### src/rtl/seg_pkg.sv
// seg_pkg: shared constants, phase encoding and width helper for the 7-segment scan path.
package seg_pkg;
   localparam int BCD_W = 4;
   localparam logic [BCD_W-1:0] BCD_MAX = 4'd9;
   localparam logic [BCD_W-1:0] BLANK_NIB = 4'h0;

   typedef enum logic {ST_DEAD, ST_ON} phase_e;

   function automatic int clog2(input int n);
      int r = 0;
      while ((1 << r) < n) r++;
      return (r < 1) ? 1 : r;
   endfunction
endpackage

### src/rtl/seg_slot_timer.sv
// seg_slot_timer: slot counter, digit index and dead/on phase.
// All outputs describe the cycle after the coming edge, so the caller can register on them.
module seg_slot_timer
   import seg_pkg::*;
#(
   parameter int DIGITS   = 4,
   parameter int PRESCALE = 1000,
   parameter int DEAD     = 2,
   localparam int IW      = clog2(DIGITS)
) (
   input  logic          clk,
   input  logic          rst,
   output logic          slot_start,
   output logic          on_phase,
   output logic          frame_end,
   output logic [IW-1:0] idx
);
   localparam int CW = clog2(PRESCALE);
   localparam logic [CW-1:0] CNT_LAST = CW'(PRESCALE - 1);
   localparam logic [CW-1:0] CNT_ON   = CW'(DEAD - 1);
   localparam logic [IW-1:0] IDX_LAST = IW'(DIGITS - 1);

   logic [CW-1:0] cnt_q, cnt_d;
   logic [IW-1:0] idx_q, idx_d;
   phase_e        state_q, state_d;

   always_comb begin
      cnt_d   = (cnt_q == CNT_LAST) ? '0 : cnt_q + CW'(1);
      idx_d   = (cnt_q != CNT_LAST) ? idx_q : (idx_q == IDX_LAST) ? '0 : idx_q + IW'(1);
      state_d = (cnt_q == CNT_ON) ? ST_ON : (cnt_q == CNT_LAST) ? ST_DEAD : state_q;
   end

   always_ff @(posedge clk) begin
      if (rst) begin
         cnt_q   <= '0;
         idx_q   <= '0;
         state_q <= ST_DEAD;
      end else begin
         cnt_q   <= cnt_d;
         idx_q   <= idx_d;
         state_q <= state_d;
      end
   end

   assign slot_start = (cnt_d == '0);
   assign on_phase   = (state_d == ST_ON);
   assign frame_end  = (idx_d == IDX_LAST) && (cnt_d == CNT_LAST);
   assign idx        = idx_d;
endmodule

### src/rtl/seg_scan_driver.sv
// seg_scan_driver: multiplexed 7-segment scan with dead time, leading-zero blanking
// and frame-synchronous (tear-free) value updates.
module seg_scan_driver
   import seg_pkg::*;
#(
   parameter int DIGITS   = 4,
   parameter int PRESCALE = 1000,
   parameter int DEAD     = 2
) (
   input  logic                    clk,
   input  logic                    rst,
   input  logic [BCD_W*DIGITS-1:0] bcd_in,
   input  logic                    load,
   input  logic                    lz_blank,
   output logic                    D3,
   output logic                    D2,
   output logic                    D1,
   output logic                    D0,
   output logic [DIGITS-1:0]       digit_en,
   output logic                    frame_done
);
   localparam int IW = clog2(DIGITS);
   localparam int W  = BCD_W * DIGITS;

   logic          slot_start, on_phase, frame_end;
   logic [IW-1:0] idx;

   seg_slot_timer #(.DIGITS(DIGITS), .PRESCALE(PRESCALE), .DEAD(DEAD)) u_timer (
      .clk        (clk),
      .rst        (rst),
      .slot_start (slot_start),
      .on_phase   (on_phase),
      .frame_end  (frame_end),
      .idx        (idx)
   );

   // MSB of pend/shad holds the captured lz_blank flag
   logic [W:0]       pend_q, pend_d, shad_q, shad_d;
   logic [BCD_W-1:0] nib_q, nib_d, cur;
   logic [DIGITS-1:0] en_q, en_d, blank;
   logic             done_q, done_d, allz;

   always_comb begin
      pend_d = load ? {lz_blank, bcd_in} : pend_q;
      shad_d = done_q ? pend_d : shad_q;
      blank  = '0;
      allz   = 1'b1;
      for (int i = DIGITS - 1; i >= 0; i--) begin
         allz     = allz & (shad_d[BCD_W*i +: BCD_W] == '0);
         blank[i] = (shad_d[BCD_W*i +: BCD_W] > BCD_MAX) || (shad_d[W] && (i != 0) && allz);
      end
      cur    = shad_d[BCD_W*idx +: BCD_W];
      nib_d  = slot_start ? (blank[idx] ? BLANK_NIB : cur) : nib_q;
      en_d   = (on_phase && !blank[idx]) ? DIGITS'(1) << idx : '0;
      done_d = frame_end;
   end

   always_ff @(posedge clk) begin
      if (rst) begin
         pend_q <= '0;
         shad_q <= '0;
         nib_q  <= '0;
         en_q   <= '0;
         done_q <= 1'b0;
      end else begin
         pend_q <= pend_d;
         shad_q <= shad_d;
         nib_q  <= nib_d;
         en_q   <= en_d;
         done_q <= done_d;
      end
   end

   assign {D3, D2, D1, D0} = nib_q;
   assign digit_en         = en_q;
   assign frame_done       = done_q;
endmodule

### config.mk
export PLATFORM = sky130hd
export DESIGN_NAME = seg_scan_driver
export DESIGN_NICKNAME = d
export VERILOG_FILES = /design/src/rtl/seg_pkg.sv /design/src/rtl/seg_slot_timer.sv /design/src/rtl/seg_scan_driver.sv
export SDC_FILE = /design/constraint.sdc
export NUM_CORES = 1
export LEC_CHECK = 0
export CORE_ASPECT_RATIO = 1.2
export CORE_MARGIN = 10
export CORE_UTILIZATION = 35
export CTS_CLUSTER_DIAMETER = 120
export DETAILED_ROUTE_END_ITERATION = 10
export GPL_TIMING_DRIVEN = 1
export SKIP_CTS_REPAIR_TIMING = 1
export SYNTH_ARGS = -nofsm -noshare
export SYNTH_HDL_FRONTEND = slang
export SYNTH_SLANG_ARGS = --single-unit
### constraint.sdc
create_clock -name clk -period 7.34 [get_ports clk]
set_input_delay 2.202 -clock clk [delete_from_list [all_inputs] [get_ports clk]]
set_output_delay 2.202 -clock clk [all_outputs]
set_load 0.01 [all_outputs]
# After elaboration in Yosys (flattened, before gate mapping)
# Index checks and enable logic that the tools add are counted.
dict set report totals {
  register_bits 56
  wordCells 50
}
dict set report op_classes {
  add_sub_neg 2
  magnitude_cmp 5
  eq_ne 6
  shift 2
  n_mux 10
  bitwise_logic 3
  n_reduce_logical 14
}
# operator n
set ops {}
lappend ops {{17-bit 2-to-1 mux} 2}
lappend ops {{10-bit == test (second input constant)} 2}
lappend ops {{17-bit by 5-bit indexed part select with 4-bit output} 1}
lappend ops {{4-bit > comparator (second input constant)} 4}
lappend ops {{4-bit zero test} 3}
lappend ops {{10-bit by 1-bit adder with 10-bit output (second input constant)} 1}
lappend ops {{10-bit by 1-bit == test with 1-bit output (second input constant)} 1}
lappend ops {{10-bit zero test} 1}
lappend ops {{10-bit 2-to-1 mux} 1}
lappend ops {{10-bit inequality test (second input constant)} 1}
lappend ops {{1-bit logical AND} 5}
lappend ops {{2-bit == test (second input constant)} 2}
lappend ops {{2-bit 2-to-1 mux} 2}
lappend ops {{4-bit 2-to-1 mux} 1}
lappend ops {{1-bit by 2-bit left shift with 4-bit output (first input constant)} 1}
lappend ops {{1-bit logical OR} 3}
lappend ops {{2-bit by 3-bit less-than comparator with 1-bit output (second input constant)} 1}
lappend ops {{1-bit 2-to-1 mux} 3}
lappend ops {{2-bit by 1-bit adder with 2-bit output (second input constant)} 1}
lappend ops {{1-bit bitwise AND} 2}
lappend ops {{1-bit binary-select mux with 2-bit select} 1}
lappend ops {{2-bit OR reduction} 1}
lappend ops {{1-bit zero test} 1}
lappend ops {{1-bit NOT} 1}

# Longest topological paths before layout
dict set report depth {
  word_depth 13
  depth_mapped 10
  mapped_depth_nobuf 8
}

# Hierarchy
# From an unflattened synthesis, not the netlist that was laid out.
dict set report unflattened {
  cells_unflattened 266
  hier_area_um2 2583.7
}
# mod instances cells_per_inst area_per_inst_um2 seq_area_each_um2
set modules_own_cells {}
lappend modules_own_cells {seg_scan_driver 1 181 1811.7 860.8}
lappend modules_own_cells {seg_slot_timer 1 85 772.0 260.2}

# Worst setup path before layout
# Ideal clock, no wire load.
dict set report synth_timing {
  kind {input -> register}
  start {input port load}
  end {register nib_q[0]}
  setup_time_ns 0.125
  arrival_time_ns 3.862
  t_required_ns 7.215
  path_slack_ns 3.352
  path_stages 9
  n_path_buf 2
  cell_sequence {buf_4 buf_6 mux2i_1 a21o_1 nand4_1 nor4_1 a211oi_2 o311ai_4 o2bb2ai_1}
}
dict set report synth_via {
  elab_chain_cells 10
  elab_cells_between_ends 21
}
# element line_no
set synth_lines {}
lappend synth_lines {{from (decl)} seg_scan_driver.sv:13} ;# input logic load,
lappend synth_lines {{17-bit 2-to-1 mux (*)} seg_scan_driver.sv:44} ;# pend_d = load ? {lz_blank, bcd_in} : pend_q;
lappend synth_lines {{17-bit 2-to-1 mux (*)} seg_scan_driver.sv:45} ;# shad_d = done_q ? pend_d : shad_q;
lappend synth_lines {{4-bit zero test} seg_scan_driver.sv:49} ;# allz = allz & (shad_d[BCD_W*i +: BCD_W] == '0);
lappend synth_lines {{1-bit bitwise AND (2 in a row)} seg_scan_driver.sv:49}
lappend synth_lines {{1-bit logical AND} seg_scan_driver.sv:50} ;# blank[i] = (shad_d[BCD_W*i +: BCD_W] > BCD_MAX) || (shad_d[W] && (i != 0) && allz);
lappend synth_lines {{1-bit logical OR} seg_scan_driver.sv:50}
lappend synth_lines {{1-bit binary-select mux with 2-bit select} seg_scan_driver.sv:53} ;# nib_d = slot_start ? (blank[idx] ? BLANK_NIB : cur) : nib_q;
lappend synth_lines {{1-bit 2-to-1 mux (not written as such)} seg_scan_driver.sv:53}
lappend synth_lines {{4-bit 2-to-1 mux (*)} seg_scan_driver.sv:53}
lappend synth_lines {{to (signal assigned)} seg_scan_driver.sv:68} ;# nib_q <= nib_d;
lappend synth_lines {{to (decl)} seg_scan_driver.sv:39} ;# logic [BCD_W-1:0] nib_q, nib_d, cur;
# Mark *: on every way between the ends. The rest lies on a longest branch, timed or not. The select of a mux whose other input is x is not followed.
# A chain may end at the register's enable or synchronous reset.

# Worst setup path in the final report
dict set report layout_timing {
  start {input port load}
  end {register nib_q[1]}
}
# Same word-level chain as after synthesis.

==> impl_metrics.tcl <==
set metrics [dict create \
    worst_pin_slew_ns 1.02 \
    drv_slew 0 \
    rsz0062_at_grt "false" \
    area_growth_pct 16.4 \
    clockRootBuffer "clkbuf_8" \
    multiInputGateArea_um2 1340 \
    grt_busiest_layer "met2" \
    design.core.area_um2 7190 \
    firstDrtPassIters 4 \
    via_count 2011 \
    rows 34 \
    ys_ff_latch 56 \
    synth.distinct_cells 42 \
    crit_fanout 17 \
    drv_cap 0 \
    yosysSeqAreaShare_pct 43.6 \
    critPathRequiredTime_ns 7.54 \
    synth_edf_count 0 \
    antenna_cells 0 \
    fin_crit_sh_pct 66.7 \
    syn_avg_cell_area_um2 8.80 \
    grt_util_met2_pct 15.2 \
    reg2regPathDepth 8 \
    p_total_mw 0.558 \
    fin_nets 335 \
    fin_util_pct 41.6 \
    die_w_um 98.2 \
    routed_wl_um 5570 \
    place.gp.congestion 0.839 \
    synthFlopType "dfxtp_1" \
    p_leak_nw 1.18 \
    grt_max_degree 44 \
    antenna_left 0 \
    viasPerCell 5.01 \
    die_area_um2 11200 \
    final-instance-count-excl-fill 401 \
    power_density_nw_per_um2 187 \
    clkSinkCount 56 \
    worstSetupEndpoint "nib_q[1]" \
    grt-ovfl-total 0 \
    final_cell_mix "nor2_1, dfxtp_1, clkdlybuf4s50_1" \
    crit_path_start_kind "primary input" \
    fin_ws_ns 2.45 \
    place_area_um2 2880 \
    grt_pass1_wl_um 9580 \
    status "complete, no violations" \
    final_common_cell "nor2_1" \
    syn_area_um2 2570 \
    grtUsageMet3_pct 2.36 \
    max_freq_ghz 0.204 \
    die_h_um 114 \
    regArea_um2 1120 \
    clk_latency_ns 0.31 \
    regToRegStartpoint "u_timer.cnt_q[0]" \
    ys_warn_count 0 \
    post_drt_wl_per_cell_um 13.9 \
    cts_buffer_depth 2 \
    end_kind "flop" \
    setup_violations 0 \
    hold_violations 0 \
    dp_cells 393 \
    grt_pass1_vias 1977 \
    crit_type "primary input to flop" \
    fin_skew_ns 0.00780 \
    drc 0 \
    grtUsageMet1_pct 13.6 \
    fillers 738 \
    slew_headroom_pct 31.9 \
    min_period_ns 4.89 \
    initial_core_util_pct 35.7 \
    antenna_found_initial 0 \
    cts_tree "yes" \
    layout-drive-gt1-share_pct 5.79 \
    whs_ns 0.482 \
    reg2reg_setup_slack_ns 4.16 \
    drt-initial-drc-count 112 \
    clk_pin_slew_worst_paths_ns 0.10 \
    worstReg2RegEnd "nib_q[1]" \
    hold_path_class "flop to flop" \
    synthCells 292 \
    worstPathArrival_ns 5.09 \
    place_ws_ns 2.11 \
    vdd_drop_max_uv 106 \
    tns_ns 0 \
    grt_usage_pct 10.2 \
    io_buffers 28 \
    crit_start "load" \
    ys_async_sr_fraction_pct 0 \
    numCtsBuffers 5 \
    io_pins 29 \
    dpl.hpwl_um 3980 \
    h-tree-depth 2 \
    final_cell_area_um2 2990 \
    mappedNetlistNets 317 \
]
worst max-delay path, stage by stage:
cell             delay (ns)
clkdlybuf4s50_1        1.14
mux2i_1                0.31
a21oi_1                0.16
or2_1                  0.28
nor4_1                 0.35
a211oi_2               0.15
o311ai_4               0.36
o2bb2ai_1              0.12
final cells by class:
class | count | area share [%]
clock inverter | 3 | 1.42
multi-input combinational | 213 | 44.6
timing repair buffer | 30 | 9.87
sequential | 56 | 37.5
clock buffer | 5 | 2.30
tap | 90 | 3.77
inverter | 4 | 0.502
routing by layer:
layer | part of all wire [%] | vias up
met3 | 4.4 | 6
li1 | - | 1050
met2 | 43 | 33
met1 | 50 | 922
met5 | 0 | -
met4 | 1.9 | 0
registers in the layout (all words and copies together), names as in the netlist:
register and count:
digit_en 4, frame_done 1, nib_q 4, u_timer.idx_q 2, pend_q 17, shad_q 17
u_timer.state_q 1, u_timer.cnt_q 10
logic make-up after synthesis:
family,after synthesis,share of synthesized area (%)
AOI/OAI and AO/OA,57,15.1
adders and majority gates,5,2.44
DFF,56,43.6
xor gates and xnor gates,5,1.71
and+or+nand+nor,123,23.1
muxes,23,9.55
buffers and inverters,23,4.38
worst min path at each step:
| stage | from | endpoint | slack, ns | cells past startpoint |
|---|---|---|---|---|
| after detailed placement | nib_q[3] | nib_q[3] | 0.46 | 1 |
| after global routing | nib_q[1] | nib_q[1] | 0.51 | 1 |
| after CTS | nib_q[3] | nib_q[3] | 0.48 | 1 |
| final | nib_q[0] | nib_q[0] | 0.48 | 1 |
| after floorplan | pend_q[10] | pend_q[10] | 0.46 | 2 |
| after global placement | nib_q[0] | nib_q[0] | 0.45 | 1 |
Yosys cell counts, types with 3 or more instances:
cell,number,area [um2]
a21o_1,12,90.1
o2bb2ai_1,4,35.0
mux2i_1,20,200
and3_1,4,25.0
ha_1,5,62.6
nor4_1,4,25.0
o21ai_0,12,60.1
clkbuf_1,8,30.0
xnor2_1,3,26.3
dfxtp_1,56,1120
inv_1,4,15.0
nor3_1,5,25.0
a21oi_1,14,70.1
buf_2,6,30.0
and4_1,4,35.0
nor2_1,67,251
nand2_1,13,48.8
and2_1,7,43.8
nand3_1,5,25.0
o211ai_1,5,37.5
nand4_1,4,25.0
power by group:
part	internal, mW	leakage, nW	switching [mW]
clock	0.101	0.0541	0.100
combinational	0.0206	0.670	0.0200
sequential	0.312	0.456	0.00449
total	0.433	1.18	0.125
No activity file was read; power rests on OpenSTA's default activity.
